`src/rtl/hazard_forward_unit_pkg.sv`:
```
`default_nettype none
// ============================================================================
// Module   : hazard_forward_unit_pkg
// Purpose  : Shared definitions for the hazard / forwarding unit:
//            - forward-select encodings (FWD_NONE, FWD_MEM, FWD_WB)
//            - load-use stall FSM state type
// Revision : 1.0 - initial release
// ============================================================================
package hazard_forward_unit_pkg;

    // Operand source select for one EX-stage source mux.
    // 2'b11 is never produced.
    localparam logic [1:0] FWD_NONE = 2'b00;  // register file value
    localparam logic [1:0] FWD_MEM  = 2'b01;  // EX/MEM result
    localparam logic [1:0] FWD_WB   = 2'b10;  // MEM/WB result

    // Load-use stall sequencer states.
    typedef enum logic [0:0] {
        RUN   = 1'b0,
        STALL = 1'b1
    } state_t;

endpackage : hazard_forward_unit_pkg
`default_nettype wire

```
`src/rtl/hazard_forward_unit_fwd_select.sv`:
```
`default_nettype none
// ============================================================================
// Module   : fwd_select
// Purpose  : Priority forward select for one EX-stage source operand.
//            The MEM-stage producer wins over the WB-stage producer (it holds
//            the younger value). Loads in MEM cannot forward (data not yet
//            available), and register 0 is never forwarded.
// Ports    : i_src_reg         - EX-stage source register address
//            i_exmem_write_reg - MEM-stage destination
//            i_exmem_reg_write - MEM-stage write enable
//            i_exmem_mem_read  - MEM-stage instruction is a load
//            i_memwb_write_reg - WB-stage destination
//            i_memwb_reg_write - WB-stage write enable
//            o_fwd_sel         - FWD_NONE / FWD_MEM / FWD_WB
// Revision : 1.0 - initial release
// ============================================================================
module fwd_select #(
    parameter int REG_AW = 5
) (
    input  logic [REG_AW-1:0] i_src_reg,
    input  logic [REG_AW-1:0] i_exmem_write_reg,
    input  logic              i_exmem_reg_write,
    input  logic              i_exmem_mem_read,
    input  logic [REG_AW-1:0] i_memwb_write_reg,
    input  logic              i_memwb_reg_write,
    output logic [1:0]        o_fwd_sel
);
    import hazard_forward_unit_pkg::*;

    logic w_mem_hit;
    logic w_wb_hit;

    assign w_mem_hit = i_exmem_reg_write && !i_exmem_mem_read &&
                       (i_exmem_write_reg != '0) &&
                       (i_exmem_write_reg == i_src_reg);

    assign w_wb_hit  = i_memwb_reg_write &&
                       (i_memwb_write_reg != '0) &&
                       (i_memwb_write_reg == i_src_reg);

    assign o_fwd_sel = w_mem_hit ? FWD_MEM :
                       w_wb_hit  ? FWD_WB  : FWD_NONE;

endmodule : fwd_select
`default_nettype wire

```
`src/rtl/hazard_forward_unit.sv`:
```
`default_nettype none
// ============================================================================
// Module   : hazard_forward_unit
// Purpose  : EX-stage operand forwarding plus load-use hazard stall control
//            for a 5-stage pipeline.
// Ports    : Clock          - single clock, rising edge
//            Reset          - synchronous, active-low
//            EX_SrcRegs     - EX source addresses, src i at [i*REG_AW +: REG_AW]
//            ID_SrcRegs     - ID source addresses, same packing
//            ID_SrcUsed     - per-source "actually read" flags
//            IDEX_MemRead   - instruction in EX is a load
//            IDEX_WriteReg  - destination of instruction in EX
//            EXMEM_*        - MEM-stage destination / write enable / load flag
//            MEMWB_*        - WB-stage destination / write enable
//            FWMuxControl   - forward select for src i at [2i +: 2]
//            Stall          - hold PC and IF/ID
//            Bubble         - zero the ID/EX control fields
//            StallCount     - saturating count of Stall cycles
//                             (only when HAZARD_STATS_EN is defined)
// Config   : `define HAZARD_STATS_EN to add the StallCount output.
// Revision : 1.0 - initial release
// ============================================================================
module hazard_forward_unit #(
    parameter int REG_AW   = 5,
    parameter int NUM_SRC  = 2,
    parameter int LOAD_LAT = 1   // legal 1..4
) (
    input  logic                      Clock,
    input  logic                      Reset,
    input  logic [NUM_SRC*REG_AW-1:0] EX_SrcRegs,
    input  logic [NUM_SRC*REG_AW-1:0] ID_SrcRegs,
    input  logic [NUM_SRC-1:0]        ID_SrcUsed,
    input  logic                      IDEX_MemRead,
    input  logic [REG_AW-1:0]         IDEX_WriteReg,
    input  logic [REG_AW-1:0]         EXMEM_WriteReg,
    input  logic                      EXMEM_RegWrite,
    input  logic                      EXMEM_MemRead,
    input  logic [REG_AW-1:0]         MEMWB_WriteReg,
    input  logic                      MEMWB_RegWrite,
    output logic [2*NUM_SRC-1:0]      FWMuxControl,
    output logic                      Stall,
`ifdef HAZARD_STATS_EN
    output logic                      Bubble,
    output logic [31:0]               StallCount
`else
    output logic                      Bubble
`endif
);
    import hazard_forward_unit_pkg::*;

    // The hazard cycle itself is the first stall cycle, so the counter
    // covers the remaining LOAD_LAT-1 cycles and ends on zero.
    localparam logic [1:0] c_stall_init = (LOAD_LAT > 1) ? 2'(LOAD_LAT - 2) : 2'd0;

    logic [2*NUM_SRC-1:0] w_fwd_sel;
    logic [NUM_SRC-1:0]   w_id_hit;
    logic                 w_hazard;
    logic                 w_stall;

    state_t               r_state;
    state_t               w_state_nxt;
    logic [1:0]           r_stall_cnt;
    logic [1:0]           w_stall_cnt_nxt;

    // ------------------------------------------------------------------
    // Per-source forward selects and ID-stage hazard compares
    // ------------------------------------------------------------------
    generate
        for (genvar gi = 0; gi < NUM_SRC; gi++) begin : g_src
            fwd_select #(
                .REG_AW (REG_AW)
            ) u_fwd_select (
                .i_src_reg         (EX_SrcRegs[gi*REG_AW +: REG_AW]),
                .i_exmem_write_reg (EXMEM_WriteReg),
                .i_exmem_reg_write (EXMEM_RegWrite),
                .i_exmem_mem_read  (EXMEM_MemRead),
                .i_memwb_write_reg (MEMWB_WriteReg),
                .i_memwb_reg_write (MEMWB_RegWrite),
                .o_fwd_sel         (w_fwd_sel[2*gi +: 2])
            );

            assign w_id_hit[gi] = ID_SrcUsed[gi] &&
                                  (ID_SrcRegs[gi*REG_AW +: REG_AW] == IDEX_WriteReg);
        end
    endgenerate

    assign w_hazard = IDEX_MemRead && (IDEX_WriteReg != '0) && (|w_id_hit);

    // ------------------------------------------------------------------
    // Load-use stall sequencer
    // ------------------------------------------------------------------
    always_ff @(posedge Clock) begin
        if (!Reset) begin
            r_state     <= RUN;
            r_stall_cnt <= 2'd0;
        end else begin
            r_state     <= w_state_nxt;
            r_stall_cnt <= w_stall_cnt_nxt;
        end
    end

    always_comb begin
        w_state_nxt     = r_state;
        w_stall_cnt_nxt = r_stall_cnt;
        w_stall         = 1'b0;
        case (r_state)
            RUN: begin
                if (w_hazard) begin
                    w_stall = 1'b1;
                    if (LOAD_LAT > 1) begin
                        w_state_nxt     = STALL;
                        w_stall_cnt_nxt = c_stall_init;
                    end
                end
            end
            STALL: begin
                // Hazard inputs are ignored here: the sequence always runs
                // to completion once started.
                w_stall = 1'b1;
                if (r_stall_cnt == 2'd0) begin
                    w_state_nxt = RUN;
                end else begin
                    w_stall_cnt_nxt = r_stall_cnt - 2'd1;
                end
            end
            default: begin
                w_state_nxt     = RUN;
                w_stall_cnt_nxt = 2'd0;
            end
        endcase
    end

    // All outputs are forced quiet while reset is held.
    assign Stall        = Reset & w_stall;
    assign Bubble       = Reset & w_stall;
    assign FWMuxControl = Reset ? w_fwd_sel : '0;

`ifdef HAZARD_STATS_EN
    // ------------------------------------------------------------------
    // Saturating stall-cycle counter
    // ------------------------------------------------------------------
    logic [31:0] r_stall_count;

    always_ff @(posedge Clock) begin
        if (!Reset) begin
            r_stall_count <= 32'd0;
        end else if (Stall && (r_stall_count != 32'hFFFF_FFFF)) begin
            r_stall_count <= r_stall_count + 32'd1;
        end
    end

    assign StallCount = r_stall_count;
`endif

endmodule : hazard_forward_unit
`default_nettype wire

```
`config.mk`:
```
export PLATFORM = sky130hd
export DESIGN_NAME = hazard_forward_unit
export DESIGN_NICKNAME = d
export VERILOG_FILES = /design/src/rtl/hazard_forward_unit_pkg.sv /design/src/rtl/hazard_forward_unit_fwd_select.sv /design/src/rtl/hazard_forward_unit.sv
export SDC_FILE = /design/constraint.sdc
export NUM_CORES = 1
export LEC_CHECK = 0
export ABC_AREA = 1
export CAP_MARGIN = 20
export CORE_ASPECT_RATIO = 0.8
export CORE_MARGIN = 1.5
export CORE_UTILIZATION = 34
export DETAILED_ROUTE_END_ITERATION = 10
export PLACE_DENSITY_LB_ADDON = 0.1
export SYNTH_ARGS = -nofsm -noshare
export SYNTH_HDL_FRONTEND = slang
export SYNTH_SLANG_ARGS = --single-unit
```
`constraint.sdc`:
```
create_clock -name Clock -period 1.36 [get_ports Clock]
set_input_delay 0.34 -clock Clock [delete_from_list [all_inputs] [get_ports Clock]]
set_output_delay 0.34 -clock Clock [all_outputs]
set_load 0.05 [all_outputs]
```
# Yosys cells after proc, flatten, opt, wreduce, memory -nomap -nowiden
# Cells that the tools add are included.
# op_classes
muxes	8
eq_ne	6
bitwise	3
n_reduce_logical	19
addsub	1
# op_table
operator	n
== test 5 bit	6
nonzero test 5 bit	3
logical AND 1 bit	11
2-to-1 mux 2 bit	4
2-to-1 mux 4 bit	1
AND reduction 2 bit	2
zero test 2 bit	1
2-to-1 mux 1 bit	2
NOT 1 bit	2
case mux 1 bit (2 select lines)	1
OR reduction 2 bit	1
subtractor 2 x 1 -> 2 bit (second input constant)	1
bitwise AND 1 bit	1
zero test 1 bit	1
# word_totals
regBits	3
in_bits	43

# Logic depth before layout (Yosys ltp)
# logic_depth
word_depth	7
ltp_mapped	9

# By module
# From an unflattened synthesis, not the netlist that was laid out.
# hier_totals
hier_cells	200
area_unflattened_um2	868.3
# by_module_without_submodules
mod	cells_per_inst	n_inst	seq_area_each_um2	area_each_um2
fwd_select	59	2	0.0	236.5
hazard_forward_unit	82	1	60.1	395.4

# Least setup slack after synthesis
# Ideal clock, no wire load.
# synth_path
path_type	input to output
start	input ID_SrcRegs[5]
end	output Stall
required_time_ns	1.020
path_buffers	1
arrival_ns	1.538
stages	9
slack_ns	-0.518
path_cell_list	inv_1 nand2_1 nand2_1 nor2_1 nand3_1 nand2_1 nand2_1 a21oi_2 buf_4
# synth_via
elab_chain_len	7
# synth_rtl
item	line_no	text
from (decl)	hazard_forward_unit.sv:31	input logic [NUM_SRC*REG_AW-1:0] ID_SrcRegs,
== test 5 bit	hazard_forward_unit.sv:83	(ID_SrcRegs[gi*REG_AW +: REG_AW] == IDEX_WriteReg);
logical AND 1 bit	hazard_forward_unit.sv:82	assign w_id_hit[gi] = ID_SrcUsed[gi] &&
OR reduction 2 bit	hazard_forward_unit.sv:87	assign w_hazard = IDEX_MemRead && (IDEX_WriteReg != '0) && (|w_id_hit);
logical AND 1 bit	hazard_forward_unit.sv:87	
2-to-1 mux 1 bit	hazard_forward_unit.sv:108	if (w_hazard) begin
case mux 1 bit (2 select lines)	hazard_forward_unit.sv:106	case (r_state)
bitwise AND 1 bit	--	
to (decl)	hazard_forward_unit.sv:41	output logic Stall,
# Every way passes these cells.

# Worst setup path in the final report
# layout_path
start	input EX_SrcRegs[2]
end	output FWMuxControl[1]
# layout_via
elab_chain_len	5
word_cells_on_any_way	7
# layout_rtl
item	line_no	text
from (decl)	hazard_forward_unit.sv:30	input logic [NUM_SRC*REG_AW-1:0] EX_SrcRegs,
== test 5 bit	hazard_forward_unit_fwd_select.sv:39	(i_memwb_write_reg == i_src_reg);
logical AND 1 bit	hazard_forward_unit_fwd_select.sv:38	(i_memwb_write_reg != '0) &&
2-to-1 mux 2 bit	hazard_forward_unit_fwd_select.sv:42	w_wb_hit ? FWD_WB : FWD_NONE;
2-to-1 mux 2 bit *	hazard_forward_unit_fwd_select.sv:41	assign o_fwd_sel = w_mem_hit ? FWD_MEM :
2-to-1 mux 4 bit *	hazard_forward_unit.sv:136	assign FWMuxControl = Reset ? w_fwd_sel : '0;
to (decl)	hazard_forward_unit.sv:40	output logic [2*NUM_SRC-1:0] FWMuxControl,
# Every way passes the cells marked *; elsewhere a longest branch is shown, timed or not.

==> metrics.yaml <==
synthesis:
  yosys_warnings: 0
  synth_cells: 130
  synthTopCellsByArea: "nand2_1, xnor2_1, nor2_1"
  yosysTopAreaCellShare: 0.210
  yosysSeqAreaShare: 0.0886
  avgSynthCellArea_um2: 5.22
  synth_nets: 174
  synthesis.area_um2: 678
  ys_seq_elements: 3
  synth_area_leader_cell: "nand2_1"
  synth_cell_types: 17
die:
  core_region_area_um2: 1870
  die_w_um: 52.9
  chipHeight_um: 42.9
  start_util: 0.362
  dieArea_um2: 2270
  ios: 49
  row_count: 14
sta:
  rsz0062_at_grt: "yes"
  setup_slack_ns: -0.325
  fin_setup_tns_ns: -1.51
  finalSetupViolations: 6
  fin_skew_ns: 0.000949
  tightest_slew_ns: 0.224
  maxSlewHeadroom: 0.850
  slew_violations: 0
  hold_violations: 0
  period_minus_slack_ns: 1.68
  max_freq_mhz: 594
  min_period_over_period: 1.24
clock_network:
  clockBufferDepth: 2
  h-tree-depth: 1
  cts-buffers-inserted: 3
  clk_pin_slew_ns: 0.04
  root_buffer: "clkbuf_4"
  cts_tree: "done"
  post_cts_buffers: 0
  clock-sinks: 3
  holdBufCountCts: 0
  clkLatencyLatePin_ns: 0.23
global_route:
  grt_pass1_vias: 964
  grt_usage: 0.239
  antenna_found_initial: 0
  grt_pass1_wl_mm: 4.03
  grt_max_degree: 6
  gr-total-overflow: 0
setup_path:
  critPathLaunchType: "input pin"
  critical_path_class: "in2out"
  critPathCaptureType: "output pin"
  required_ns: 1.02
  cp.arrival_ns: 1.34
  critPathMaxFanout: 2
power_and_ir_drop:
  swShare: 0.360
  finalPower_mw: 0.655
  leakagePower_nw: 0.762
  power_frac_seq: 0.135
  power_frac_comb: 0.631
  power.density_nw_per_um2: 421
  power.clock.fraction: 0.234
  internal_power_mw: 0.419
  p_sw_mw: 0.236
  irDropWorstVdd_mv: 0.422
route:
  dr_total_vias: 990
  drtPass1Iterations: 4
  drcViolationCount: 0
  wl_per_cell_um: 13.2
  via_per_inst: 4.74
  drt_iter0_drc: 26
  finalWirelength_mm: 2.76
  antenna_left: 0
cells_and_area:
  nNetsFinal: 230
  fin_util: 0.830
  final_common_cell: "nand2_1"
  areaGrowthSynthToFinish_pct: 130
  layout_common_cells: "nand2_1, buf_6, inv_2"
  drive_gt1_frac: 0.578
  antenna_cells: 0
  stdcell_count: 209
place:
  gp_congestion: 0.874
  place_hpwl_mm: 1.74
  dp.cells: 205
  dpl_worst_slack_ns: -0.813
  portBuffers: 48
job:
  maxCapViolations: 0
run_status:
  status: "complete, but fails checks"
  violations: "setup timing"
min_path:
  hold_path.class: "reg2reg"
==> sequential cells by signal (all words and copies together), names as in the netlist <==
register	cells
r_stall_cnt	2
r_state	1
==> worst paths after layout <==
path	start	end	slack (ns)	cells after the start
min	r_stall_cnt[0]	r_stall_cnt[0]	0.49	2
min reg2reg	r_stall_cnt[0]	r_stall_cnt[0]	0.49	2
max reg2reg	r_stall_cnt[0]	r_stall_cnt[0]	0.22	6
max	EX_SrcRegs[2]	FWMuxControl[1]	-0.32	7
==> layout make-up <==
cell class              instances  area, µm²
inverters                      25        119
repair buffers                 52        578
multi-input cells             101        743
flip-flops and latches          3       60.1
well taps                      24       30.0
clock buffers                   4       26.3
fillers                       117        318
==> repair_timing <==
| item | 4_1_cts | 5_1_grt |
|---|---|---|
| gates resized for setup | 207 | 41 |
| pin swaps | 57 | 41 |
| endpoints found under the setup margin | 6 | 6 |
==> cells by family after synthesis <==
family | after synthesis | synth area share
buf+inv | 26 | 0.149
flops | 3 | 0.0886
xor+xnor | 18 | 0.232
fa+ha+maj | 1 | 0.0184
compound gates | 6 | 0.0498
simple gates | 76 | 0.461
==> per-layer routing <==
metal	vias to the layer above	GRT usage	share of wire
met2	31	0.413	0.49
li1	498	-	-
met4	0	0.0872	0.033
met3	10	0.0528	0.051
met5	-	0	0
met1	451	0.286	0.43
==> power groups by stage <==
stage          sequential [mW]  combinational (mW)  clock [mW]
6_report                0.0885               0.413       0.153
5_1_grt                 0.0884               0.439       0.168
4_1_cts                 0.0885               0.346       0.162
3_5_place_dp            0.0898               0.318           0
3_3_place_gp            0.0898               0.313           0
2_1_floorplan           0.0898               0.128           0
==> critical path, stage by stage <==
cell and delay, ns:
buf_8 0.10, xnor2_2 0.21, nand3_2 0.11, nor2_2 0.15, nand4_1 0.15, nor2_4 0.14, buf_12 0.14
==> synth_stat cells <==
library cell	count
nand2_1	38
nor2_1	24
inv_1	22
xnor2_1	12
nand3_1	7
xor2_1	6
dfxtp_1	3
inv_2	3
o21ai_0	3
a21oi_1	2
nand3b_1	2
nand4_1	2
or2_2	2
a21oi_2	1
buf_4	1
ha_1	1
nor3_1	1
==> stage by stage <==
step	cell area [µm²]	hold WS, ns
final	1560	0.493
after global routing	1560	0.506
after CTS	1420	0.492
after detailed placement	1330	0.485
after global placement	1330	0.464
after floorplan	742	0.449
Note: power is estimated with default switching activity, not from simulation.
